[src/rtl/mean_pkg.sv]
// Shared definitions for the packer and the downstream mean stage.
package mean_pkg;

    typedef enum logic {
        FILL = 1'b0,
        FULL = 1'b1
    } state_t;

    localparam int DEF_BUS_WIDTH  = 4;
    localparam int DEF_DATA_WIDTH = 6;

endpackage

[src/rtl/sat_counter.sv]
// Up-counter that sticks at all-ones instead of wrapping.
module sat_counter #(
    parameter int WIDTH = 16
) (
    input  logic             clk,
    input  logic             rst,
    input  logic             i_inc,
    output logic [WIDTH-1:0] o_count
);

    logic [WIDTH-1:0] r_count;

    always_ff @(posedge clk) begin
        if (rst) begin
            r_count <= '0;
        end else if (i_inc && (r_count != '1)) begin
            r_count <= r_count + WIDTH'(1);
        end
    end

    assign o_count = r_count;

endmodule

[src/rtl/sample_packer.sv]
// Packs BUS_WIDTH consecutive samples into one word; frames cut short by
// s_last are discarded and counted.
module sample_packer
    import mean_pkg::*;
#(
    parameter int BUS_WIDTH  = DEF_BUS_WIDTH,
    parameter int DATA_WIDTH = DEF_DATA_WIDTH,
    parameter int CNT_WIDTH  = 16
) (
    input  logic                  clk,
    input  logic                  rst,
    input  logic                  s_valid,
    output logic                  s_ready,
    input  logic [DATA_WIDTH-1:0] s_data,
    input  logic                  s_last,
    output logic                  o_valid,
    input  logic                  o_ready,
    output logic [DATA_WIDTH-1:0] o_data [0:BUS_WIDTH-1],
    output logic [CNT_WIDTH-1:0]  o_drop_cnt,
    output logic                  o_dbg_state
);

    localparam int IDX_W = (BUS_WIDTH > 1) ? $clog2(BUS_WIDTH) : 1;

    if ((BUS_WIDTH < 1) || ((BUS_WIDTH & (BUS_WIDTH - 1)) != 0)) begin : g_bw_check
        $fatal(1, "sample_packer: BUS_WIDTH must be a power of 2");
    end

    state_t                r_state;
    logic [IDX_W-1:0]      r_idx;
    logic                  r_o_valid;
    logic [DATA_WIDTH-1:0] r_buf      [0:BUS_WIDTH-1];
    logic [DATA_WIDTH-1:0] r_out_data [0:BUS_WIDTH-1];

    logic w_accept;
    logic w_last_lane;
    logic w_out_free;
    logic w_load_fill;
    logic w_load_full;
    logic w_drop;

    // Both ports use valid/ready: a beat moves on a rising edge where valid
    // and ready are both high; valid and payload hold until that happens.
    assign s_ready     = !rst && (r_state == FILL);
    assign w_accept    = s_valid && s_ready;
    assign w_last_lane = (r_idx == IDX_W'(BUS_WIDTH - 1));
    assign w_out_free  = !r_o_valid || o_ready;
    assign w_load_fill = w_accept && w_last_lane && w_out_free;
    assign w_load_full = (r_state == FULL) && w_out_free;
    assign w_drop      = w_accept && s_last && !w_last_lane;

    always_ff @(posedge clk) begin
        if (rst) begin
            r_state   <= FILL;
            r_idx     <= '0;
            r_o_valid <= 1'b0;
        end else begin
            if (r_o_valid && o_ready) begin
                r_o_valid <= 1'b0;
            end
            case (r_state)
                FILL: begin
                    if (w_accept) begin
                        if (w_last_lane) begin
                            r_idx <= '0;
                            if (w_out_free) begin
                                r_o_valid <= 1'b1;
                            end else begin
                                r_state <= FULL;
                            end
                        end else if (s_last) begin
                            r_idx <= '0;
                        end else begin
                            r_idx <= r_idx + IDX_W'(1);
                        end
                    end
                end
                FULL: begin
                    if (w_out_free) begin
                        r_o_valid <= 1'b1;
                        r_idx     <= '0;
                        r_state   <= FILL;
                    end
                end
                default: r_state <= FILL;
            endcase
        end
    end

    // Payload registers carry no reset; o_valid alone qualifies them.
    always_ff @(posedge clk) begin
        if (w_accept) begin
            r_buf[r_idx] <= s_data;
        end
        if (w_load_fill) begin
            for (int i = 0; i < BUS_WIDTH - 1; i++) begin
                r_out_data[i] <= r_buf[i];
            end
            r_out_data[BUS_WIDTH-1] <= s_data;
        end else if (w_load_full) begin
            r_out_data <= r_buf;
        end
    end

    sat_counter #(
        .WIDTH(CNT_WIDTH)
    ) u_drop_cnt (
        .clk    (clk),
        .rst    (rst),
        .i_inc  (w_drop),
        .o_count(o_drop_cnt)
    );

    assign o_valid     = r_o_valid;
    assign o_data      = r_out_data;
    assign o_dbg_state = r_state;

endmodule
[config.mk]
export PLATFORM = sky130hd
export DESIGN_NAME = sample_packer
export DESIGN_NICKNAME = d
export VERILOG_FILES = /design/src/rtl/mean_pkg.sv /design/src/rtl/sat_counter.sv /design/src/rtl/sample_packer.sv
export SDC_FILE = /design/constraint.sdc
export NUM_CORES = 1
export LEC_CHECK = 0
export CAP_MARGIN = 10
export CORE_ASPECT_RATIO = 1.2
export CORE_MARGIN = 5
export CORE_UTILIZATION = 57
export CTS_BUF_LIST = sky130_fd_sc_hd__clkbuf_8
export DETAILED_ROUTE_END_ITERATION = 10
export PLACE_DENSITY_LB_ADDON = 0.12
export SLEW_MARGIN = 10
export SYNTH_ARGS = -nofsm -noshare
export SYNTH_HDL_FRONTEND = slang
export SYNTH_SLANG_ARGS = --single-unit
[constraint.sdc]
create_clock -name clk -period 3.65 [get_ports clk]
set_input_delay 0.73 -clock clk [delete_from_list [all_inputs] [get_ports clk]]
set_output_delay 0.73 -clock clk [all_outputs]
set_load 0.05 [all_outputs]
=== Word level (Yosys, flattened, before mapping) ===
Index checks and enable logic that the tools add are counted.

* $add $sub $neg: 2
* Reduce and logical (&&, ||, !) cells: 16
* $lt $le $gt $ge: 2
* Bitwise gates (word level): 2
* Multiplexer cells: 19
* Equality and inequality tests: 4

{| class="wikitable"
|+ Operators by type and width
! operator !! number
|-
| two-way mux 24 bit || 2
|-
| bitwise mux 24 bit || 1
|-
| adder 16 x 1 -> 16 bit (second input constant) || 1
|-
| inequality test 16 bit (second input constant) || 1
|-
| demux 6 bit (select 2 bit) || 1
|-
| logical AND 1 bit || 10
|-
| two-way mux 2 bit || 4
|-
| two-way mux 1 bit || 7
|-
| two-way mux 6 bit || 1
|-
| one-hot mux 1 bit (2 select lines) || 2
|-
| one-hot mux 2 bit (2 select lines) || 1
|-
| greater-or-equal comparator 3 bit (second input constant) || 1
|-
| logical NOT 1 bit || 3
|-
| less-than comparator 3 x 1 -> 1 bit (second input constant) || 1
|-
| inverter 2 -> 3 bit || 1
|-
| adder 2 x 1 -> 2 bit (second input constant) || 1
|-
| equality test 2 bit (second input constant) || 1
|-
| inequality test 2 x 1 -> 1 bit (second input constant) || 1
|-
| inequality test 2 bit (second input constant) || 1
|-
| AND reduction 2 bit || 1
|-
| nonzero test 2 bit || 1
|-
| logical OR 1 bit || 1
|-
| inverter 1 bit || 1
|}

* Word-level logic and storage cells: 57
* Register bits: 68
* Output and inout port bits: 43
* Bits of input ports: 11

=== Depth between registers and ports, before layout ===
Gate-level depths: netlist of the first run.

* Depth in word-level cells: 6
* Gate-level depth with buffers: 6
* Depth with buffers taken out: 5

=== By module ===
Synthesis of the first run repeated with hierarchy kept, for this count alone.

* Cell total of the unflattened synthesis: 186
* Area, all modules: 2660.1 sq um

{| class="wikitable"
|+ Modules (own cells, without submodules)
! module !! area each (sq um) !! cells each !! instances !! sequential area each (sq um)
|-
| sample_packer || 1811.7 || 87 || 1 || 1521.5
|-
| sat_counter || 848.3 || 99 || 1 || 320.3
|}

=== Worst setup path before layout of the first run ===
Ideal clock, no wire load.

* Path kind: input to output
* Start point: input rst
* End point: output s_ready
* Stages: 3
* Data required time: 2.920 ns
* Arrival time: 1.680 ns
* Path slack: 1.240 ns
* Buffers on the path: 2
* Cells stage by stage: buf_4 > buf_4 > nor2_1

* Longest elaborated chain between the ends: 2

{| class="wikitable"
|+ Ends and longest elaborated chain
! what !! line !! RTL
|-
| start, declared || sample_packer.sv:11 || <nowiki>input logic rst,</nowiki>
|-
| logical NOT 1 bit || sample_packer.sv:44 || <nowiki>assign s_ready = !rst && (r_state == FILL);</nowiki>
|-
| logical AND 1 bit || sample_packer.sv:44 ||
|-
| end, declared || sample_packer.sv:13 || <nowiki>output logic s_ready,</nowiki>
|}

Every way passes these cells.

=== Worst setup path after layout of the first run ===
Ends and elaborated chain as after synthesis.

==> results of run 1 <==
-- cells by family (layout without fill, tap and decap cells) --
group / Yosys count / in the layout / share of synthesized area [%]
simple gates: 57 / 57 / 13.0
mux: 9 / 9 / 3.80
fa+ha+maj: 6 / 6 / 2.85
buf+inv: 12 / 79 / 2.56
compound gates: 32 / 32 / 7.92
flops: 68 / 68 / 69.8
-- state kept, by name, summed over array words and instances (netlist names) --
| signal | cells |
|---|---|
| o_dbg_state | 1 |
| o_valid | 1 |
| r_idx | 2 |
| u_drop_cnt.o_count | 16 |
| r_buf | 24 |
| o_data | 24 |
-- path summary, 6_finish.rpt --
kind	startpoint	to	slack (ns)	cells past startpoint
max	rst	s_ready	1.06	4
min reg2reg	r_buf[21]	o_data[21]	0.42	0
max reg2reg	r_idx[0]	u_drop_cnt.o_count[15]	1.55	5
min	r_buf[21]	o_data[21]	0.42	0
-- critical path: stages --
cell and delay, ns:
sky130_fd_sc_hd__clkdlybuf4s50_1 0.55, sky130_fd_sc_hd__buf_4 0.29, sky130_fd_sc_hd__nor2_1 0.07, sky130_fd_sc_hd__buf_4 0.20
-- synthesized netlist by cell type (3+ instances only) --
cell type	number
sky130_fd_sc_hd__nor3_1	4
sky130_fd_sc_hd__o41ai_1	4
sky130_fd_sc_hd__inv_1	7
sky130_fd_sc_hd__o311ai_0	3
sky130_fd_sc_hd__nor4_1	3
sky130_fd_sc_hd__nand4_1	7
sky130_fd_sc_hd__o31ai_1	5
sky130_fd_sc_hd__and2_2	4
sky130_fd_sc_hd__nor2_1	7
sky130_fd_sc_hd__dfxtp_1	20
sky130_fd_sc_hd__o21ai_0	4
sky130_fd_sc_hd__nand2_1	9
sky130_fd_sc_hd__edfxtp_1	48
sky130_fd_sc_hd__a21oi_1	13
sky130_fd_sc_hd__nand3_1	4
sky130_fd_sc_hd__mux2_2	8
sky130_fd_sc_hd__ha_1	6
sky130_fd_sc_hd__or4_1	5
-- layout make-up --
cell class	count	area, um^2
tap	58	72.6
clock inverter	7	67.6
clock buffer	9	124
inverter	7	26.3
fill	296	1120
multi-input combinational	104	728
timing repair buffer	56	551
sequential	68	1840
-- per-stage QoR --
stage / instance area, um^2 / power (mW) / setup WS [ns] / std cells / hold WS [ns]
after floorplan: 2640 / 0.869 / 1.24 / 184 / 0.400
after global placement: 3220 / 0.890 / 0.879 / 293 / 0.402
after detailed placement: 3220 / 0.892 / 0.743 / 293 / 0.405
after CTS: 3410 / 1.47 / 1.06 / 309 / 0.421
after global routing: 3410 / 1.51 / 0.981 / 309 / 0.429
final: 3410 / 1.46 / 1.06 / 309 / 0.419
-- where the power goes --
part	switching (mW)	internal (mW)
sequential	0.00333	0.828
combinational	0.0259	0.0182
clock	0.276	0.311
-- layer usage --
metal	GRT usage (%)	wire length (um)
met3	5.99	255
met2	33.3	2900
met5	0	0
met4	6.15	33
met1	19.7	2000
==> impl_results.md, run 1 <==
* Setup Skew at 0.0103 ns
* Boundary pin count at 54
* Final-report setup violation count at 0
* Share of post-route cells with drive strength above 1 at 13.5%
* Overflow after GRT at 0
* Wire length of the first global-routing pass at 8620 um
* Global Route Usage Sum at 18.4%
* Clock latency at the later pin of the worst-skew pair at 0.34 ns
* Post-Route Utilization at 75.3%
* Syn avg cell area at 14.3 um^2
* Final antenna diode count at 0
* Rel. slew slack at 65.4%
* Growth of design area from synthesis to finish at 29.3%
* Vias after detailed routing at 1751
* #FFs+latches synth at 68
* Clock tree from TritonCTS: built
* Die area at 6090 um^2
* Final count of hold timing violations at 0
* Power per standard cell area at 429 nW/um^2
* Start-to-end type of the worst setup path: input port to primary output
* Chip width at 72.1 um
* Post-CTS Resized at 0
* Most frequent cells in the layout: sky130_fd_sc_hd__clkdlybuf4s50_1 (52), sky130_fd_sc_hd__edfxtp_1 (48), sky130_fd_sc_hd__dfxtp_1 (20)
* Max Clock Freq at 386 MHz
* Number of levels the H-tree was split into at 3
* Core area at 4530 um^2
* Clock-pin slew reported for the worst setup and hold paths after clock tree synthesis at 0.07 ns
* Row count at 27
* Buffer levels on the longest clock path at 2
* Antenna Violating Nets Remaining at 0
* Post-CTS setup-driven buffer insertion count at 0
* Post-synthesis net count at 201
* Detailed Place HPWL at 3680 um
* Area of the mapped netlist at 2640 um^2
* Top cell type's share of synthesized area at 54.6%
* Worst hold path type: flop to flop
* Routed vias/inst at 5.67
* Status: finished clean
* Max-cap viol count at 0
* Final critical-path required period at 2.59 ns
* Top cells by area in the synthesized netlist: sky130_fd_sc_hd__edfxtp_1 (55%), sky130_fd_sc_hd__dfxtp_1 (15%), sky130_fd_sc_hd__mux2_2 (3.4%), sky130_fd_sc_hd__ha_1 (2.8%), sky130_fd_sc_hd__a21oi_1 (2.5%)
* Final worst-path cycle share at 70.9%
* Average wire length per cell after detail routing at 16.8 um
* Buffers added on ports at 53
* Final-layout setup total negative slack at 0 ns
* Number of enable-type register cells in the synthesized netlist at 48
* Capturing element type of the critical path: primary output
* Yosys warns at 0
* Async SR Flop Fraction at 0%
* TritonCTS buffer count at 9
* Number of global-route vias before repair at 1799
* Portion of the post-synthesis area used by sequential elements at 69.8%
* Die height at 84.5 um
* Final nets at 263
* Predominant post-synthesis flop cell: sky130_fd_sc_hd__edfxtp_1
* Antenna violations before repair at 0
* Netlist cell types at 35
* Iter 0 DRT Violations at 78
* Kind of start point of the critical path: input port
* Most area-hungry cell type in the Yosys netlist: sky130_fd_sc_hd__edfxtp_1
* Data arrival time of the critical path at 1.86 ns
* Pins over their slew limit at 0
* Global placer's final weighted congestion at 0.884
* Iteration count of the initial detailed-routing pass at 4
* Most frequent standard cell in the layout excluding fill and tap cells: sky130_fd_sc_hd__clkdlybuf4s50_1
* Maximum number of pins on one net before global-route repair at 25
* Worst Tran Pin Value at 0.518 ns
* Number of clock sinks seen by CTS at 68
* Clock root buffer: sky130_fd_sc_hd__clkbuf_8
* Hold-fix buffers, CTS at 0
* Cells after Synth at 184
* Worst path required time at 2.92 ns
* Total DRC errors in the routed layout at 0
* Leakage power figure at 1.11 nW
* Total Routed Length at 5180 um
* Starting density of the core at 58.3%
* Critical-path maximum fanout at 22
* RSZ-0062 raised after global routing: no
* Max IR drop VDD at 0.293 mV
No activity file was read; power rests on OpenSTA's default activity.
==> run 2: changes to the inputs <==
--- a/config.mk
+++ b/config.mk
@@ -8,7 +8,7 @@
 export CAP_MARGIN = 10
 export CORE_ASPECT_RATIO = 1.2
 export CORE_MARGIN = 5
-export CORE_UTILIZATION = 57
+export CORE_UTILIZATION = 47
 export CTS_BUF_LIST = sky130_fd_sc_hd__clkbuf_8
 export DETAILED_ROUTE_END_ITERATION = 10
 export PLACE_DENSITY_LB_ADDON = 0.12
==> constraint.sdc (replaced) <==
create_clock -name clk -period 2.3 [get_ports clk]
set_input_delay 0.46 -clock clk [delete_from_list [all_inputs] [get_ports clk]]
set_output_delay 0.46 -clock clk [all_outputs]
set_load 0.05 [all_outputs]
==> run 2 against run 1 <==
Against the previous run:
- critical path depth shrank 3
- clock power grew 44%
- utilization shrank 13 points
- sequential power grew 59%
- final area grew 1.9%
- final cell count grew 3.9%
- setup slack lost 0.95 ns
- sequential share of layout area shrank 0.99 points
- combinational power grew 70%
- largest cell class unchanged
- highest routed layer unchanged
==> impl_results.md, run 2 (synthesis results as in run 1) <==
* Critical-path maximum fanout at 8
* Total DRC errors in the routed layout at 0
* Critical Path Max Stage Delay at 0.87 ns
* Crit Reg-Reg Startpoint: r_idx[0]
* Number of clock sinks seen by CTS at 68
* Clock-pin slew reported for the worst setup and hold paths after clock tree synthesis at 0.07 ns
* Number of global-route vias before repair at 1670
* Number of cells in the design after placement at 305
* Post-Route Utilization at 62.5%
* Status: finished clean
* Routed vias/inst at 5.35
* Leakage power figure at 1.14 nW
* Sequential fraction of design power at 58.8%
* Sw Ratio at 22.3%
* Detailed Place HPWL at 3560 um
* Maximum number of pins on one net before global-route repair at 25
* Slowest library cell on the worst path: sky130_fd_sc_hd__clkdlybuf4s50_1
* Combinational cell fraction of total power at 3.4%
* CP endpoint: o_dbg_state
* Die area at 7220 um^2
* RSZ-0062 raised after global routing: no
* Capturing element type of the critical path: primary output
* R2R cell count at 5
* Max-cap viol count at 0
* Endpoint of the worst register-to-register path: u_drop_cnt.o_count[15]
* Buffer levels on the longest clock path at 2
* Post-CTS setup-driven buffer insertion count at 0
* Iter 0 DRT Violations at 90
* TritonCTS buffer count at 9
* Pins over their slew limit at 0
* Max IR drop VDD at 0.435 mV
* Row count at 30
* Setup Skew at 0.00861 ns
* Top delay family on crit path: buffers and inverters
* Kind of start point of the critical path: flop
* Count of filler cells inserted in the layout at 456
* Setup slack on the worst flop-to-flop path at 0.36 ns
* Overflow after GRT at 0
* Clk network pwr share at 37.8%
* Buffers added on ports at 53
* Data arrival time of the critical path at 1.73 ns
* CP Depth at 1
* Crit path launch: o_dbg_state
* Worst Hold Path Cells at 0
* Hold-fix buffers, CTS at 0
* Final critical-path required period at 2.19 ns
* Worst hold path type: flop to flop
* Crit path buf inv count at 1
* Most frequent standard cell in the layout excluding fill and tap cells: sky130_fd_sc_hd__clkdlybuf4s50_1
* Non-filler instance count after layout at 321
* Final worst-path cycle share at 95.1%
* Growth of design area from synthesis to finish at 31.7%
* Most frequent cells in the layout: sky130_fd_sc_hd__clkdlybuf4s50_1 (52), sky130_fd_sc_hd__edfxtp_1 (48), sky130_fd_sc_hd__dfxtp_1 (20)
* Final antenna diode count at 0
* Hold_ws at 0.423 ns
* Final nets at 269
* Clock tree from TritonCTS: built
* Average wire length per cell after detail routing at 15.5 um
* Starting density of the core at 47.5%
* Die height at 92.1 um
* Vias after detailed routing at 1717
* Antenna violations before repair at 0
* Start-to-end type of the worst setup path: flop to primary output
* Final count of hold timing violations at 0
* Final-report setup violation count at 0
* Share of post-route cells with drive strength above 1 at 16.3%
* Total Routed Length at 4970 um
* Chip width at 78.4 um
* Boundary pin count at 54
* Post-CTS Resized at 0
* Power per standard cell area at 645 nW/um^2
* Worst path required time at 1.84 ns
* Max Clock Freq at 457 MHz
* Number of levels the H-tree was split into at 3
* Global Route Usage Sum at 15.3%
* Global placer's final weighted congestion at 0.764
* Switching power of the nets at 501 uW
* Rel. slew slack at 65.9%
* Core area at 5560 um^2
* Wire length of the first global-routing pass at 8420 um
* Clock latency at the later pin of the worst-skew pair at 0.34 ns
* Antenna Violating Nets Remaining at 0
* Clock root buffer: sky130_fd_sc_hd__clkbuf_8
* Cell internal power dissipation at 1.74 mW
* Iteration count of the initial detailed-routing pass at 4
* Worst Tran Pin Value at 0.508 ns
* Crit-path cells: clkdlybuf4s50_1
[run 2: cell count changes in the layout (fill, tap and decap cells not counted), sizes merged]
| cell | change |
|---|---|
| inv | +1 |
| bufinv | -1 |
| buf | +6 |
[run 2: per-layer routing]
layer	track usage, %	wire length [um]	up-vias
met4	7.00	70	0
met5	0	0	-
met1	18.9	2140	807
li1	-	-	856
met3	4.42	232	8
met2	24.8	2530	46
[run 2: worst min-delay path by stage]
stage | from | slack [ns] | to
floorplan | r_buf[10] | 0.40 | o_data[10]
global placement | r_buf[9] | 0.40 | o_data[9]
detailed placement | r_buf[12] | 0.40 | o_data[12]
CTS | r_buf[12] | 0.42 | o_data[12]
global route | r_buf[12] | 0.43 | o_data[12]
finish | r_buf[13] | 0.42 | o_data[13]
[run 2: per-stage QoR]
stage          area (um^2)  power [mW]  worst slack, ns  TNS (ns)
6_report              3470        2.24            0.112         0
5_1_grt               3470        2.34           0.0185         0
4_1_cts               3470        2.27           0.0848         0
3_5_place_dp          3300        1.42          -0.0118   -0.0118
3_3_place_gp          3300        1.42           0.0139         0
2_1_floorplan         2640        1.38            0.195         0
[run 2: layout make-up]
class / count / area, um^2 / share of cell area [%]
repair buffers: 62 / 621 / 17.9
clock buffers: 9 / 124 / 3.57
multi-input cells: 104 / 731 / 21.0
well taps: 64 / 80.1 / 2.30
inverters: 7 / 26.3 / 0.756
flip-flops and latches: 68 / 1840 / 53.0
clock inverters: 7 / 51.3 / 1.48
[run 2: power by group through the flow]
stage | Clock, mW | Combinational, mW | Sequential (mW)
after global placement | 0 | 0.0747 | 1.35
after floorplan | 0 | 0.0297 | 1.35
after CTS | 0.877 | 0.0759 | 1.32
after detailed placement | 0 | 0.0751 | 1.35
after global routing | 0.941 | 0.0827 | 1.32
final | 0.848 | 0.0751 | 1.32
==> run 3: changes to the inputs <==
--- a/config.mk
+++ b/config.mk
@@ -8,7 +8,7 @@
 export CAP_MARGIN = 10
 export CORE_ASPECT_RATIO = 1.2
 export CORE_MARGIN = 5
-export CORE_UTILIZATION = 47
+export CORE_UTILIZATION = 57
 export CTS_BUF_LIST = sky130_fd_sc_hd__clkbuf_8
 export DETAILED_ROUTE_END_ITERATION = 10
 export PLACE_DENSITY_LB_ADDON = 0.12
==> constraint.sdc (replaced) <==
create_clock -name clk -period 2.65 [get_ports clk]
set_input_delay 0.53 -clock clk [delete_from_list [all_inputs] [get_ports clk]]
set_output_delay 0.53 -clock clk [all_outputs]
set_load 0.05 [all_outputs]
==> run 3 against run 2 <==
Against the previous run:
- clock-buffer cell count is 1 higher
- via count is 2.8% higher
- sequential share of layout area hardly changed
- critical path type unchanged
- critical endpoint unchanged
- largest power group unchanged
==> impl_results.md, run 3 (synthesis results as in run 1) <==
* Number of clock sinks seen by CTS at 68
* Crit-path cells: clkdlybuf4s50_1
* Max IR drop VDD at 0.348 mV
* Pins over their slew limit at 0
* Number of levels the H-tree was split into at 3
* TritonCTS buffer count at 9
* Most frequent standard cell in the layout excluding fill and tap cells: sky130_fd_sc_hd__clkdlybuf4s50_1
* Share of post-route cells with drive strength above 1 at 14.3%
* Final antenna diode count at 0
* Total DRC errors in the routed layout at 0
* Core area at 4530 um^2
* Max Clock Freq at 439 MHz
* Number of global-route vias before repair at 1843
* Leakage power figure at 1.15 nW
* Global placer's final weighted congestion at 0.911
* Design Area, Final at 3480 um^2
* Post-CTS setup-driven buffer insertion count at 0
* Kind of start point of the critical path: flop
* Maximum number of pins on one net before global-route repair at 25
* Count of filler cells inserted in the layout at 290
* Setup slack on the worst flop-to-flop path at 0.64 ns
* Buffers added on ports at 53
* Worst Tran Pin Value at 0.534 ns
* Data arrival time of the critical path at 1.75 ns
* Top delay family on crit path: buffers and inverters
* Worst path required time at 2.12 ns
* Buffer levels on the longest clock path at 2
* Setup ws final at 0.372 ns
* Clock root buffer: sky130_fd_sc_hd__clkbuf_8
* Boundary pin count at 54
* Post-Route Utilization at 76.8%
* Die area at 6090 um^2
* Wire length of the first global-routing pass at 8550 um
* Rel. slew slack at 64.3%
* Non-filler instance count after layout at 310
* Setup Skew at 0.00704 ns
* Antenna Violating Nets Remaining at 0
* Clock-pin slew reported for the worst setup and hold paths after clock tree synthesis at 0.07 ns
* Crit path buf inv count at 1
* Total Power Consumption at 2.14 mW
* Clock latency at the later pin of the worst-skew pair at 0.33 ns
* Crit Reg-Reg Startpoint: r_idx[0]
* Row count at 27
* Routed vias/inst at 5.69
* Final nets at 264
* Vias after detailed routing at 1765
* Antenna violations before repair at 0
* Growth of design area from synthesis to finish at 31.8%
* Iteration count of the initial detailed-routing pass at 4
* Clock tree from TritonCTS: built
* Start-to-end type of the worst setup path: flop to primary output
* Total Routed Length at 5260 um
* Capturing element type of the critical path: primary output
* Slowest library cell on the worst path: sky130_fd_sc_hd__clkdlybuf4s50_1
* Average wire length per cell after detail routing at 17.0 um
* Status: finished clean
* Overflow after GRT at 0
* Iter 0 DRT Violations at 51
* Starting density of the core at 58.3%
* Hold-fix buffers, CTS at 0
* Power per standard cell area at 616 nW/um^2
* Final-layout setup total negative slack at 0 ns
* Final worst-path cycle share at 86.0%
* Sequential cell area at 1840 um^2
* Endpoint of the worst hold path: o_data[12]
* Placement-stage worst setup slack at 0.0741 ns
* Critical Path Max Stage Delay at 0.89 ns
* Global Route Usage Sum at 18.6%
* Most frequent cells in the layout: sky130_fd_sc_hd__clkdlybuf4s50_1 (52), sky130_fd_sc_hd__edfxtp_1 (48), sky130_fd_sc_hd__dfxtp_1 (20)
* Number of cells in the design after placement at 294
* RSZ-0062 raised after global routing: no
* Worst hold path type: flop to flop
* Detailed Place HPWL at 3800 um
* Hold_ws at 0.419 ns
* R2R cell count at 5
* Chip width at 72.1 um
* Die height at 84.5 um
* Critical-path maximum fanout at 8
* Footprint of the multi-input gates at 728 um^2
* Post-CTS Resized at 0
* Final-report setup violation count at 0
* Min-delay src: r_buf[12]
* Final count of hold timing violations at 0
* Worst Hold Path Cells at 0
* Placed Area at 3250 um^2
* Crit path launch: o_dbg_state
* Endpoint of the worst register-to-register path: u_drop_cnt.o_count[15]
* Max-cap viol count at 0
* Final critical-path required period at 2.28 ns
==> run 3: changes by cell type in the layout (fill, tap and decap cells not counted), sizes merged <==
cell | previous run | this run
inv | 8 | 7
clkinvlp | 2 | 0
buf | 10 | 5
bufinv | 0 | 2
clkbuf | 9 | 10
==> run 3: worst max path at each step <==
| stage | to | slack [ns] | cells past startpoint |
|---|---|---|---|
| after floorplan | o_data[0] | 0.32 | 5 |
| after global placement | u_drop_cnt.o_count[15] | 0.19 | 5 |
| after detailed placement | u_drop_cnt.o_count[15] | 0.07 | 5 |
| after CTS | o_dbg_state | 0.34 | 1 |
| after global routing | o_dbg_state | 0.30 | 1 |
| final | o_dbg_state | 0.37 | 1 |
==> run 3: layer usage <==
metal / GRT usage (%) / part of all wire [%] / wire length [um]
met5: 0 / 0 / 0
met1: 19.1 / 37 / 1950
met2: 34.0 / 56 / 2940
met3: 4.43 / 5.1 / 267
met4: 9.74 / 1.9 / 102
==> run 3: cell type report <==
| cell class | count | share of cell area [%] |
|---|---|---|
| Clock buffer | 10 | 3.96 |
| Sequential cell | 68 | 53.0 |
| Timing Repair Buffer | 57 | 16.8 |
| Tap cell | 58 | 2.09 |
| Multi-Input combinational cell | 104 | 20.9 |
| Inverter | 7 | 0.756 |
| Clock inverter | 6 | 2.52 |
==> run 3: power by group <==
part	internal, mW	total [mW]	switching (mW)
registers	1.14	1.14	0.00473
clock network	0.555	0.936	0.380
logic	0.0270	0.0633	0.0363
